[config.mk]
export PLATFORM = sky130hd
export DESIGN_NAME = fifo_ptr_flag_unit
export DESIGN_NICKNAME = d
export VERILOG_FILES = /design/src/rtl/fifo_ptr_flag_unit_pkg.sv /design/src/rtl/fifo_ptr_flag_unit_gray2bin.sv /design/src/rtl/fifo_ptr_flag_unit.sv
export SDC_FILE = /design/constraint.sdc
export NUM_CORES = 1
export LEC_CHECK = 0
export CAP_MARGIN = 20
export CORE_ASPECT_RATIO = 1.4
export CORE_MARGIN = 2
export CORE_UTILIZATION = 45
export CTS_CLUSTER_DIAMETER = 100
export DETAILED_ROUTE_END_ITERATION = 7
export PLACE_DENSITY = 0.77
export SYNTH_ARGS = -nofsm -noshare
export SYNTH_HDL_FRONTEND = slang
export SYNTH_HIERARCHICAL = 1
export SYNTH_SLANG_ARGS = --single-unit
[constraint.sdc]
create_clock -name clk -period 3.55 [get_ports clk]
set_input_delay 0.5325 -clock clk [delete_from_list [all_inputs] [get_ports clk]]
set_output_delay 0.5325 -clock clk [all_outputs]
set_load 0.01 [all_outputs]
[src/rtl/fifo_ptr_flag_unit_pkg.sv]
// Shared constants and pointer-code helpers for the async FIFO pointer/flag units.
// Helpers operate on FN_W-bit vectors; narrower callers zero-extend and truncate.
package fifo_flag_pkg;

  localparam int MODE_WR = 0;
  localparam int MODE_RD = 1;
  localparam int FN_W    = 32;

  function automatic logic [FN_W-1:0] bin2gray(input logic [FN_W-1:0] b);
    return b ^ (b >> 1);
  endfunction

  function automatic logic [FN_W-1:0] gray2bin(input logic [FN_W-1:0] g);
    logic [FN_W-1:0] b;
    b = g;
    for (int i = 1; i < FN_W; i++) begin
      b = b ^ (g >> i);
    end
    return b;
  endfunction

endpackage

[src/rtl/fifo_ptr_flag_unit_gray2bin.sv]
// Gray to binary converter for the synchronised remote pointer; purely combinational.
// No flow control: output follows input within the same cycle.
module fifo_gray2bin #(
  parameter int WIDTH = 6
) (
  input  logic [WIDTH-1:0] gray,
  output logic [WIDTH-1:0] bin
);

  // Each binary bit is the XOR of all Gray bits from the MSB down to itself.
  for (genvar i = 0; i < WIDTH; i++) begin : g_bit
    assign bin[i] = ^gray[WIDTH-1:i];
  end

endmodule

[src/rtl/fifo_ptr_flag_unit.sv]
// One side of an async FIFO: local pointer, registered Full/Empty, Almost, level, sticky error.
// Flags/level update one edge after a local accept or remote pointer change; requests while flag=1 are dropped.
module fifo_ptr_flag_unit
  import fifo_flag_pkg::*;
#(
  parameter int ADDR_WIDTH = 5,
  parameter int MODE       = MODE_WR
) (
  input  logic                  clk,
  input  logic                  rst,
  input  logic                  inc_req,
  input  logic [ADDR_WIDTH:0]   sync_RemoteGray,
  input  logic [ADDR_WIDTH:0]   almost_thresh,
  input  logic                  err_clr,
  output logic [ADDR_WIDTH-1:0] LocalAddr,
  output logic [ADDR_WIDTH:0]   LocalGray,
  output logic                  flag,
  output logic                  almost_flag,
  output logic [ADDR_WIDTH:0]   level,
  output logic                  accept,
  output logic                  err_sticky
);

  localparam int            PW       = ADDR_WIDTH + 1;
  localparam logic [PW-1:0] DEPTH    = PW'(2 ** ADDR_WIDTH);
  localparam logic          RST_FLAG = (MODE == MODE_RD);

  logic [PW-1:0] bin_q;
  logic [PW-1:0] bin_next;
  logic [PW-1:0] gray_next;
  logic [PW-1:0] rbin;
  logic [PW-1:0] lvl_next;
  logic          flag_next;
  logic          almost_next;

  fifo_gray2bin #(.WIDTH(PW)) u_remote_g2b (
    .gray (sync_RemoteGray),
    .bin  (rbin)
  );

  assign accept    = inc_req & ~flag;
  assign bin_next  = bin_q + {{ADDR_WIDTH{1'b0}}, accept};
  assign gray_next = PW'(bin2gray(FN_W'(bin_next)));
  assign LocalAddr = bin_q[ADDR_WIDTH-1:0];

  // Modulo subtraction keeps the level correct across pointer wrap.
  if (MODE == MODE_WR) begin : g_wr
    assign lvl_next    = bin_next - rbin;
    assign flag_next   = (lvl_next == DEPTH);
    assign almost_next = (lvl_next >= almost_thresh);
  end else begin : g_rd
    assign lvl_next    = rbin - bin_next;
    assign flag_next   = (lvl_next == '0);
    assign almost_next = (lvl_next <= almost_thresh);
  end

  always_ff @(posedge clk or posedge rst) begin
    if (rst) begin
      bin_q       <= '0;
      LocalGray   <= '0;
      level       <= '0;
      flag        <= RST_FLAG;
      almost_flag <= RST_FLAG;
      err_sticky  <= 1'b0;
    end else begin
      bin_q       <= bin_next;
      LocalGray   <= gray_next;
      level       <= lvl_next;
      flag        <= flag_next;
      almost_flag <= almost_next;
      // A dropped request wins over a clear in the same cycle.
      err_sticky  <= (err_sticky & ~err_clr) | (inc_req & flag);
    end
  end

endmodule

==> results of run 1 <==
[cells by family after synthesis]
group                      count (synthesis)  share of synthesized area [%]
AOI/OAI and AO/OA                         15                           9.65
xor gates and xnor gates                  18                           19.0
adders and majority gates                 14                           15.6
buffers and inverters                     20                           6.75
DFF                                       20                           42.9
and+or+nand+nor                           12                           6.11
[sequential cells by signal, indices dropped and copies added (netlist names)]
signal / count
LocalGray: 6
almost_flag: 1
bin_q: 5
err_sticky: 1
flag: 1
level: 6
[area by class of cell]
class	count	area [um^2]
Fill cell	197	751
Multi-Input combinational cell	59	588
Sequential cell	20	500
Timing Repair Buffer	45	428
Inverter	19	71.3
Tap cell	34	42.5
Clock buffer	4	36.3
[power by group]
| group | internal, W | switching [W] |
|---|---|---|
| clock network | 0.0000627 | 0.0000732 |
| registers | 0.000350 | 0.0000576 |
| logic | 0.000634 | 0.000539 |
[cells in the mapped netlist, drive strengths merged (2+ instances only)]
cell type,count
a21oi,4
nor2b,2
a21o,4
nand3,3
dfrtp,20
ha,13
inv,19
nand2,3
xnor2,8
o21ai,4
xor2,6
xor3,3
[critical path, cell delays in order]
cell and delay, ns:
clkdlybuf4s50_1 0.48, xor3_2 0.47, xnor3_1 0.35, ha_1 0.22, fa_1 0.49, inv_1 0.06, ha_1 0.27, a21o_1 0.16
a21o_1 0.17, a21oi_1 0.17, o21ai_0 0.11
[final timing paths]
check / startpoint / end / slack, ns
max: sync_RemoteGray[5] / almost_flag / 0.26
min: flag / err_sticky / 0.55
max reg2reg: flag / almost_flag / 0.74
min reg2reg: flag / err_sticky / 0.55
max in group asynchronous: rst / LocalGray[2] / 2.42
min in group asynchronous: rst / LocalGray[0] / 0.64
[stage by stage]
step / setup WS [ns] / instances / util, % / cell area, um^2 / setup TNS, ns
floorplan: 0.504 / 99 / - / 1170 / 0
global placement: -0.0388 / 177 / 67.4 / 1630 / -0.0388
detailed placement: -0.0888 / 177 / 67.4 / 1630 / -0.0888
CTS: 0.229 / 181 / 68.9 / 1670 / 0
global route: 0.143 / 181 / 68.9 / 1670 / 0
finish: 0.259 / 181 / 68.9 / 1670 / 0
[per-layer routing]
layer,GRT usage [%],vias to the layer above,part of all wire [%]
li1,-,417,-
met1,18.9,383,35
met2,33.4,31,56
met3,3.39,7,5.5
met4,9.03,0,3.3
met5,0,-,0
==> impl_metrics.yaml, run 1 <==
run_status:
  outcome: "finished, final reports clean"
yosys:
  synth_area_per_cell_um2: 11.8
  synth_top_area_share_pct: 42.9
  syn_inst: 99
  synth-edff-count: 0
  yosysTopAreaCell: "dfrtp_1"
  async_flop_share_pct: 100
  synth_area_leaders: "dfrtp_1 43%, ha_1 14%, inv_1 6.1%, xnor2_1 6.0%, xor2_1 4.5%"
  seq_area_frac_synth_pct: 42.9
  synth_warnings: 6
  synth_ff_type: "dfrtp_1"
  synth_area_um2: 1170
  ys_seq_elements: 20
  ys_types: 26
  syn-num-nets: 129
sta:
  fin_crit_ns: 3.29
  hold_viol_final: 0
  rsz0062_at_grt: "no"
  slew_headroom_pct: 49.1
  max_freq_ghz: 0.304
  tightestPinTransition_ns: 0.762
  finalCritPeriodShare_pct: 92.7
  skew_ns: 0.00434
  finalSetupViolCount: 0
  hold_slack_ns: 0.546
  drv_slew: 0
floorplanning:
  fp.coreArea_um2: 2420
  start_util_pct: 48.3
  rows: 21
  die_width_um: 47.0
  ioPinCount: 37
  die_area_um2: 3020
  die_h_um: 64.3
clock_network:
  clk_latency_ns: 0.31
  ctsResizeCount: 0
  h-tree-depth: 1
  cts_buffers: 3
  post-cts-setup-buffers: 0
  clk_pin_slew_worst_paths_ns: 0.11
  clk_path_buf_depth: 2
  cts_hold_buf: 0
  cts-root-buf: "clkbuf_4"
  cts_tree: "done"
  cts.sinks: 20
detailed_routing:
  vias: 838
  wirelength_um: 2330
  wl_per_cell_um: 12.9
  viasPerCell: 4.63
  first_iter_violations: 12
  route.detailed.drc: 0
  first_pass_iters: 3
  ant_nets: 0
hold_path:
  hold_path.class: "reg2reg"
  worstHoldPathCells: 2
global_route:
  antenna_found_initial: 0
  grt_pass1_vias: 968
  grt_overflow: 0
  grt_pass1_wl_um: 3990
  grt_use_total_pct: 18.5
  grt_max_degree: 21
final_layout:
  antennaDiodeCount: 0
  final_cell_mix: "36 x clkdlybuf4s50_1, 20 x dfrtp_1, 19 x inv_1, 13 x ha_1, 9 x buf_4"
  layout_commonest_cell: "clkdlybuf4s50_1"
  num-nets-final: 178
  area_growth_pct: 42.8
  drive_gt1_share_pct: 12.9
placement:
  hpwl_um: 1940
  gp_congestion: 0.782
  portBuffers: 36
critical_path:
  crit_path_start_kind: "primary input"
  path_max_fanout: 3
  required_ns: 3.75
  crit_type: "in2reg"
  cp_data_arrival_time_ns: 3.49
  worstRegToRegCells: 12
  end_kind: "flop"
power_and_ir_drop:
  fin_total_pwr_w: 0.00172
  ir_worst_vdd_uv: 598
  leakage_nw: 0.819
  p_per_area_nw_per_um2: 1030
run:
  maxCapViolCount: 0
Note: power is estimated with default switching activity, not from simulation.
==> run 2, diff against run 1 <==
CAP_MARGIN = default   (was 20)
CTS_CLUSTER_DIAMETER = default   (was 100)
==> results of run 2 <==
Same layout as run 1: the final DEF is identical, and so are final timing and power.
==> run 3, diff against run 2 <==
CAP_MARGIN = 20   (was default)
CORE_UTILIZATION = 55   (was 45)
DONT_BUFFER_PORTS = 1   (was default)
PLACE_DENSITY = 0.69   (was 0.77)
clock period = 3.4 ns   (was 3.55 ns; I/O delays follow)
==> run 3 against run 2 <==
Effect of this change:
- hold slack got worse by 0.33 ns
- cell area decreased by 25%
- final cell count decreased by 31%
- sequential power increased by 21%
- routed wire length decreased by 24%
- setup slack improved by 0.060 ns
- die area decreased by 17%
- first-iteration DRC count decreased by 42%
- clock skew decreased by 0.0026 ns
- register-to-register slack got worse by 0.42 ns
- via count decreased by 19%
- clock power increased by 40%
- critical endpoint unchanged
- largest cell class unchanged
- largest power group unchanged
==> impl_metrics.yaml, run 3 (synthesized netlist as in run 1, its figures left out) <==
run_status:
  outcome: "finished, final reports clean"
power_and_ir_drop:
  p_int_w: 0.000862
  p_per_area_nw_per_um2: 1200
  ir_worst_vdd_uv: 623
  p_clk_share_pct: 12.7
  combPwrFrac_pct: 54.0
  p_seq_share_pct: 33.3
  p_sw_share_pct: 42.1
  switchingPower_w: 0.000628
  leakage_nw: 0.649
sta:
  hold_viol_final: 0
  slew_headroom_pct: 51.2
  finalCritPeriodShare_pct: 90.6
  tightestPinTransition_ns: 0.731
  finalSetupViolCount: 0
  fin_crit_ns: 3.08
  skew_ns: 0.00170
  setup_ws_ns: 0.318
  drv_slew: 0
  rsz0062_at_grt: "no"
  max_freq_ghz: 0.325
  finalSetupTns_ns: 0
  hold_slack_ns: 0.212
clock_network:
  cts_buffers: 3
  cts_hold_buf: 0
  clk_path_buf_depth: 2
  cts-root-buf: "clkbuf_4"
  ctsResizeCount: 0
  h-tree-depth: 1
  cts.sinks: 20
  cts_tree: "done"
  clk_latency_ns: 0.29
  clk_pin_slew_worst_paths_ns: 0.11
  post-cts-setup-buffers: 0
placement:
  hpwl_um: 1480
  portBuffers: 0
  dp_slack_ns: 0.246
  gp_congestion: 0.767
  placedCellCount: 120
detailed_routing:
  viasPerCell: 5.45
  route.detailed.drc: 0
  first_pass_iters: 4
  wl_per_cell_um: 14.2
  wirelength_um: 1760
  vias: 676
  ant_nets: 0
  first_iter_violations: 7
floorplanning:
  die_h_um: 58.5
  die_area_um2: 2510
  die_width_um: 42.9
  rows: 19
  ioPinCount: 37
  start_util_pct: 59.2
  fp.coreArea_um2: 1970
global_route:
  grt_pass1_wl_um: 3080
  grt_use_total_pct: 16.6
  grt_max_degree: 21
  grt_pass1_vias: 720
  antenna_found_initial: 0
  grt_overflow: 0
final_layout:
  area_growth_pct: 6.75
  fillers: 173
  drive_gt1_share_pct: 10.7
  final_cell_mix: "20 x dfrtp_1, 19 x inv_1, 13 x ha_1, 8 x xnor2_1, 6 x xor2_1"
  num-nets-final: 134
  stdcell_count: 124
  layout_commonest_cell: "dfrtp_1"
  final_util_pct: 63.2
  antennaDiodeCount: 0
  top_regs: "LocalGray (6), level (6), bin_q (5)"
critical_path:
  crit_path_frequent_cell: "ha_1"
  crit_type: "reg2reg"
  path_cells: "nor2b_1 > ha_1 > ha_1 > xor2_1 > ha_1 > o21a_1 > o31a_1 > o21ai_4 > a21o_1 > nand2_1 > ha_1 > a21oi_1 > o21ai_0"
  rrSetupSlack_ns: 0.32
  worst_path_max_delay_cell: "dfrtp_1"
  path_max_fanout: 4
  crit_path_start_kind: "flop"
  end_kind: "flop"
  cp_slowest_stage_delay_ns: 0.45
  required_ns: 3.59
  cp_data_arrival_time_ns: 3.27
run:
  maxCapViolCount: 0
hold_path:
  hold_path.class: "in2async"
-- run 3: layout make-up --
cell class / count / area, um^2 / share of cell area [%]
tap: 21 / 26.3 / 2.11
timing repair buffer: 1 / 7.51 / 0.602
multi-input combinational: 59 / 588 / 47.2
clock inverter: 1 / 30.0 / 2.41
sequential: 20 / 500 / 40.2
inverter: 19 / 71.3 / 5.72
clock buffer: 3 / 22.5 / 1.81
-- run 3: final timing paths --
kind,startpoint,endpoint,cells after the start
max,flag,almost_flag,13
min,rst,level[5],1
max reg2reg,flag,almost_flag,13
min reg2reg,err_sticky,err_sticky,2
max in group asynchronous,rst,level[1],1
min in group clk,err_clr,err_sticky,1
-- run 3: stage by stage --
step | instance area (um^2) | power, W
finish | 1250 | 0.00149
global route | 1250 | 0.00165
CTS | 1250 | 0.00152
detailed placement | 1190 | 0.00132
global placement | 1190 | 0.00129
floorplan | 1170 | 0.00114
-- run 3: worst max-delay path: cells and delay by family, from the launching register on --
family | cells | cell delay [ns]
fa+ha+maj | 4 | 1.05
compound gates | 6 | 0.84
flops | 1 | 0.45
simple gates | 2 | 0.36
xor+xnor | 1 | 0.26
-- run 3: power by group through the flow --
stage | sequential, W | combinational [W] | clock, W
3_5_place_dp | 0.000507 | 0.000815 | 0
3_3_place_gp | 0.000503 | 0.000791 | 0
5_1_grt | 0.000512 | 0.000935 | 0.000200
6_report | 0.000495 | 0.000804 | 0.000190
2_1_floorplan | 0.000485 | 0.000659 | 0
4_1_cts | 0.000500 | 0.000827 | 0.000193
-- run 3: per-layer routing --
layer,global-route usage (%),routed length [um],vias to the layer above
met5,0,0,-
met4,7.79,25,0
met3,1.84,75,2
met2,31.6,1030,19
met1,17.9,631,327
li1,-,-,328
